`config.mk`:
```
export PLATFORM = sky130hd
export DESIGN_NAME = game_state_ctrl
export DESIGN_NICKNAME = d
export VERILOG_FILES = /design/src/rtl/game_state_pkg.sv /design/src/rtl/frame_tick_sync.sv /design/src/rtl/game_state_ctrl.sv
export SDC_FILE = /design/constraint.sdc
export NUM_CORES = 1
export LEC_CHECK = 0
export CAP_MARGIN = 20
export CORE_MARGIN = 4
export CORE_UTILIZATION = 53
export DETAILED_ROUTE_END_ITERATION = 7
export GPL_TIMING_DRIVEN = 0
export PLACE_DENSITY = 0.83
export SLEW_MARGIN = 15
export SYNTH_ARGS = -nofsm -noshare
export SYNTH_HDL_FRONTEND = slang
export SYNTH_SLANG_ARGS = --single-unit
```
`constraint.sdc`:
```
create_clock -name Clock -period 4.22 [get_ports Clock]
set_input_delay 1.266 -clock Clock [delete_from_list [all_inputs] [get_ports Clock]]
set_output_delay 1.266 -clock Clock [all_outputs]
set_load 0.01 [all_outputs]
```
`src/rtl/game_state_pkg.sv`:
```
// Shared types and constants for the game-flow controller: state encodings and keycodes.
package game_state_pkg;

    localparam logic [2:0] OUT_MAIN_MENU  = 3'b000;
    localparam logic [2:0] OUT_LOADING    = 3'b001;
    localparam logic [2:0] OUT_GAME       = 3'b010;
    localparam logic [2:0] OUT_PAUSE      = 3'b011;
    localparam logic [2:0] OUT_REFRESHING = 3'b100;
    localparam logic [2:0] OUT_INIT       = 3'b101;
    localparam logic [2:0] OUT_GAME_OVER  = 3'b110;

    localparam logic [7:0] KEY_SPACE = 8'd44;
    localparam logic [7:0] KEY_ESC   = 8'd41;

    typedef enum logic [2:0] {
        ST_MAIN_MENU  = OUT_MAIN_MENU,
        ST_LOADING    = OUT_LOADING,
        ST_GAME       = OUT_GAME,
        ST_PAUSE      = OUT_PAUSE,
        ST_REFRESHING = OUT_REFRESHING,
        ST_INIT       = OUT_INIT,
        ST_GAME_OVER  = OUT_GAME_OVER
    } game_state_t;

    function automatic int max3(input int a, input int b, input int c);
        int m;
        m = (a > b) ? a : b;
        return (m > c) ? m : c;
    endfunction

endpackage

```
`src/rtl/frame_tick_sync.sv`:
```
// Brings the asynchronous frame_clk into the Clock domain and emits a
// one-cycle pulse on each of its rising edges.
module frame_tick_sync (
    input  logic Clock,
    input  logic Reset,
    input  logic frame_clk,
    output logic frame_tick
);

    logic [1:0] sync_ff;
    logic       sync_prev;

    // NOTE: sequential state uses non-blocking assignments so every flop samples pre-edge values.
    always_ff @(posedge Clock) begin
        if (Reset) begin
            sync_ff   <= 2'b00;
            sync_prev <= 1'b0;
        end else begin
            sync_ff   <= {sync_ff[0], frame_clk};
            sync_prev <= sync_ff[1];
        end
    end

    assign frame_tick = sync_ff[1] & ~sync_prev;

endmodule

```
`src/rtl/game_state_ctrl.sv`:
```
// Top-level game-flow controller: menu, loading, game, pause, refresh and
// game-over sequencing driven by key presses, frame ticks and game events.
module game_state_ctrl
    import game_state_pkg::*;
#(
    parameter int         LOAD_FRAMES      = 60,
    parameter int         OVER_HOLD_FRAMES = 30,
    parameter int         REFRESH_TIMEOUT  = 120,
    parameter logic [7:0] KEY_START        = KEY_SPACE,
    parameter logic [7:0] KEY_PAUSE        = KEY_ESC,
    localparam int        CNT_W            = $clog2(max3(LOAD_FRAMES, OVER_HOLD_FRAMES, REFRESH_TIMEOUT) + 1)
) (
    input  logic             Clock,
    input  logic             Reset,
    input  logic             frame_clk,
    input  logic [7:0]       Keycode,
    input  logic             trigger,
    input  logic             monster_collision,
    input  logic             refresh_en,
    input  logic             game_over_trigger,
    output logic [2:0]       outstate,
    output logic             loadplat,
    output logic             state_entry,
    output logic [CNT_W-1:0] frame_cnt
);

    localparam logic [CNT_W-1:0] LOAD_CNT    = CNT_W'(LOAD_FRAMES);
    localparam logic [CNT_W-1:0] HOLD_CNT    = CNT_W'(OVER_HOLD_FRAMES);
    localparam logic [CNT_W-1:0] REFRESH_CNT = CNT_W'(REFRESH_TIMEOUT);
    localparam logic [CNT_W-1:0] CNT_MAX     = '1;

    game_state_t      state;
    game_state_t      next_state;
    logic [7:0]       prev_key;
    logic [CNT_W-1:0] cnt_next;
    logic             frame_tick;
    logic             start_hit;
    logic             pause_hit;
    logic             any_hit;
    logic             counting;
    logic             refresh_expired;
    logic             hold_done;

    frame_tick_sync u_frame_tick_sync (
        .Clock      (Clock),
        .Reset      (Reset),
        .frame_clk  (frame_clk),
        .frame_tick (frame_tick)
    );

    // A key fires only on the cycle its code first appears, so holding a key never repeats.
    assign start_hit = (Keycode == KEY_START) && (Keycode != 8'd0) && (prev_key != KEY_START);
    assign pause_hit = (Keycode == KEY_PAUSE) && (Keycode != 8'd0) && (prev_key != KEY_PAUSE);
    assign any_hit   = (Keycode != 8'd0) && (Keycode != prev_key);

    assign counting        = (state == ST_LOADING) || (state == ST_GAME_OVER) || (state == ST_REFRESHING);
    assign refresh_expired = (REFRESH_TIMEOUT != 0) && (frame_cnt == REFRESH_CNT);
    assign hold_done       = (frame_cnt >= HOLD_CNT);

    // NOTE: every always_comb output gets a default first, so no path can infer a latch.
    always_comb begin
        next_state = state;
        case (state)
            ST_INIT:       next_state = ST_MAIN_MENU;
            ST_MAIN_MENU:  if (start_hit) next_state = ST_LOADING;
            ST_LOADING:    if (frame_cnt == LOAD_CNT) next_state = ST_GAME;
            ST_GAME: begin
                if (pause_hit)                                   next_state = ST_PAUSE;
                else if (game_over_trigger || monster_collision) next_state = ST_GAME_OVER;
                else if (refresh_en)                             next_state = ST_REFRESHING;
            end
            ST_PAUSE:      if (any_hit) next_state = ST_GAME;
            ST_REFRESHING: if (trigger || refresh_expired) next_state = ST_GAME;
            ST_GAME_OVER:  if (pause_hit && hold_done) next_state = ST_INIT;
            default:       next_state = ST_INIT;
        endcase
    end

    always_comb begin
        cnt_next = frame_cnt;
        if ((next_state != state) || !counting) begin
            cnt_next = '0;
        end else if (frame_tick && (frame_cnt != CNT_MAX)) begin
            cnt_next = frame_cnt + 1'b1;
        end
    end

    // NOTE: Reset is synchronous; it is just the highest-priority branch inside the clocked block.
    always_ff @(posedge Clock) begin
        if (Reset) begin
            state       <= ST_INIT;
            outstate    <= OUT_INIT;
            loadplat    <= 1'b0;
            state_entry <= 1'b0;
            frame_cnt   <= '0;
            prev_key    <= 8'd0;
        end else begin
            state       <= next_state;
            outstate    <= next_state;
            loadplat    <= (next_state == ST_LOADING);
            state_entry <= (next_state != state);
            frame_cnt   <= cnt_next;
            prev_key    <= Keycode;
        end
    end

endmodule

```
==> flow_summary.yaml <==
run_status:
  status: "finished clean"
clock_tree:
  root_buffer: "clkbuf_4"
  clkTransAtPathRegs_ns: 0.12
  cts_tree: "yes"
  cts_num_sinks: 23
  cts_resized: 0
  cts_made_buffers: 3
  cts_buffer_depth: 2
  cts_post_setup_buffers_inserted: 0
  htreeDepth: 1
  worstSkewPairLatency_ns: 0.31
  cts_hold_buf: 0
global_route:
  grt_pass1_wl_um: 4550
  grt_max_degree: 14
  antenna_found_initial: 0
  track_usage_pct: 17.6
  overflow: 0
  grt_pass1_vias: 1056
yosys:
  synth_cells: 144
  ys.flop_type: "dfxtp_1"
  synth_nets: 162
  ys_types: 39
  synthesis.area_sq_um: 1240
  seq_area_frac_synth_pct: 37.2
  ys_ff_latch: 23
  synth-edff-count: 0
  ys_async_sr_fraction_pct: 0
  ys_warn_count: 0
  synth.avg_cell_area_sq_um: 8.58
pwr:
  p_leak_nw: 0.559
  vdd_drop_max_mv: 0.259
  p_per_area_nw_per_um2: 264
die:
  ios: 27
  core_sq_um: 2210
  initial_core_util_pct: 55.9
  die_w_um: 56.3
  row_count: 17
  dieArea_sq_um: 3170
  die_h_um: 56.3
sta:
  max-slew-margin-rel_pct: 45.7
  finalSetupTns_ns: 0
  setup_viol: 0
  finClkSkew_ns: 0.00610
  slew_viol_final: 0
  fmax_ghz: 0.276
  hold_viol_final: 0
  worst_pin_slew_ns: 0.804
  whs_ns: 0.462
  rsz0062_at_grt: "no"
  min_period_ns: 3.62
  setup_slack_ns: 0.601
  fin_crit_sh_pct: 85.8
run:
  cap_violations: 0
placed_design:
  placed_cells: 198
  port_buffers: 26
  dp_hpwl_um: 2160
  place.gp.congestion: 0.933
  placed_area_sq_um: 1530
  place_ws_ns: 0.309
final_layout:
  drive_gt1_share_pct: 6.32
  final_cell_mix: "26 x clkdlybuf4s50_1, 23 x dfxtp_1, 19 x nor2_1"
  area_delta_synth_final_pct: 26.1
  antenna_cells: 0
  nets: 193
  fin_cells: 202
  mostFrequentLayoutCell: "clkdlybuf4s50_1"
  fin_area_sq_um: 1560
routing:
  routed_wirelength_um: 2660
  vias: 1080
  ant_nets: 0
  drt_pass1_iterations: 4
  drc: 0
  drt_iter0_drc: 11
  avgViaCountPerCell: 5.35
  post_drt_wl_per_cell_um: 13.2
critical_path:
  cp.arrival_ns: 3.84
  path_class: "in2reg"
  cp-start-kind: "input port"
  crit_required_ns: 4.44
  cp-end-kind: "flop"
  cp_max_fo: 5
worst_hold_path:
  hold_path_class: "reg2reg"
==> logic make-up after synthesis <==
kind of cell / synth area share, %
simple gates: 34.9
flops: 37.2
compound gates: 12.9
xor+xnor: 8.50
buf+inv: 3.44
fa+ha+maj: 3.04
==> state kept, by name, summed over array words and instances (netlist names) <==
register / count
state: 3
loadplat: 1
u_frame_tick_sync.sync_prev: 1
prev_key: 8
state_entry: 1
frame_cnt: 7
u_frame_tick_sync.sync_ff: 2
==> through the flow <==
step           power, mW  utilization [%]
2_1_floorplan      0.280                -
3_3_place_gp       0.314             69.2
3_5_place_dp       0.316             69.2
4_1_cts            0.416             70.5
5_1_grt            0.436             70.5
6_report           0.411             70.5
==> power by group <==
part           switching, mW  internal [mW]
Clock                 0.0641         0.0355
Sequential           0.00572          0.227
Combinational         0.0375         0.0417
==> synthesized netlist by cell type (3+ instances only) <==
library cell  instances  area share (%)
dfxtp_1              23              37
nor2_1               19             5.8
nor2b_1              16             8.1
nand2_1               9             2.7
xor2_1                8             5.7
nand3_1               6             2.4
clkbuf_1              5             1.5
inv_1                 5             1.5
xnor2_1               4             2.8
a21oi_1               3             1.2
ha_1                  3             3.0
nor3_1                3             1.2
or3_1                 3             1.5
==> metal layers <==
metal | share of wire, % | global-route usage, % | wire [um] | up-vias
met5 | 0 | 0 | 0 | -
met4 | 0.45 | 3.05 | 12 | 0
met3 | 5.6 | 5.75 | 148 | 2
met2 | 47 | 30.2 | 1240 | 26
met1 | 47 | 21.7 | 1260 | 485
li1 | - | - | - | 567
==> final timing paths <==
check | end | cells past startpoint | from | slack (ns)
max | state_entry | 7 | Keycode[1] | 0.60
min | u_frame_tick_sync.sync_ff[1] | 1 | u_frame_tick_sync.sync_ff[0] | 0.46
max reg2reg | state_entry | 8 | frame_cnt[0] | 1.59
min reg2reg | u_frame_tick_sync.sync_ff[1] | 1 | u_frame_tick_sync.sync_ff[0] | 0.46
==> final cells by class <==
cell class,instances,area [sq um]
multi-input cells,110,733
fillers,177,653
flip-flops and latches,23,460
repair buffers,26,260
well taps,28,35.0
plain buffers,6,23.8
clock buffers,3,22.5
inverters,5,18.8
clock inverters,1,5.00
==> critical path, stage by stage <==
cell and delay, ns:
clkdlybuf4s50_1 0.45, or4_4 0.59, nor4b_4 0.39, o311ai_0 0.35, o31ai_1 0.44, nor2_1 0.12
o211a_1 0.24
Note: power is estimated with default switching activity, not from simulation.
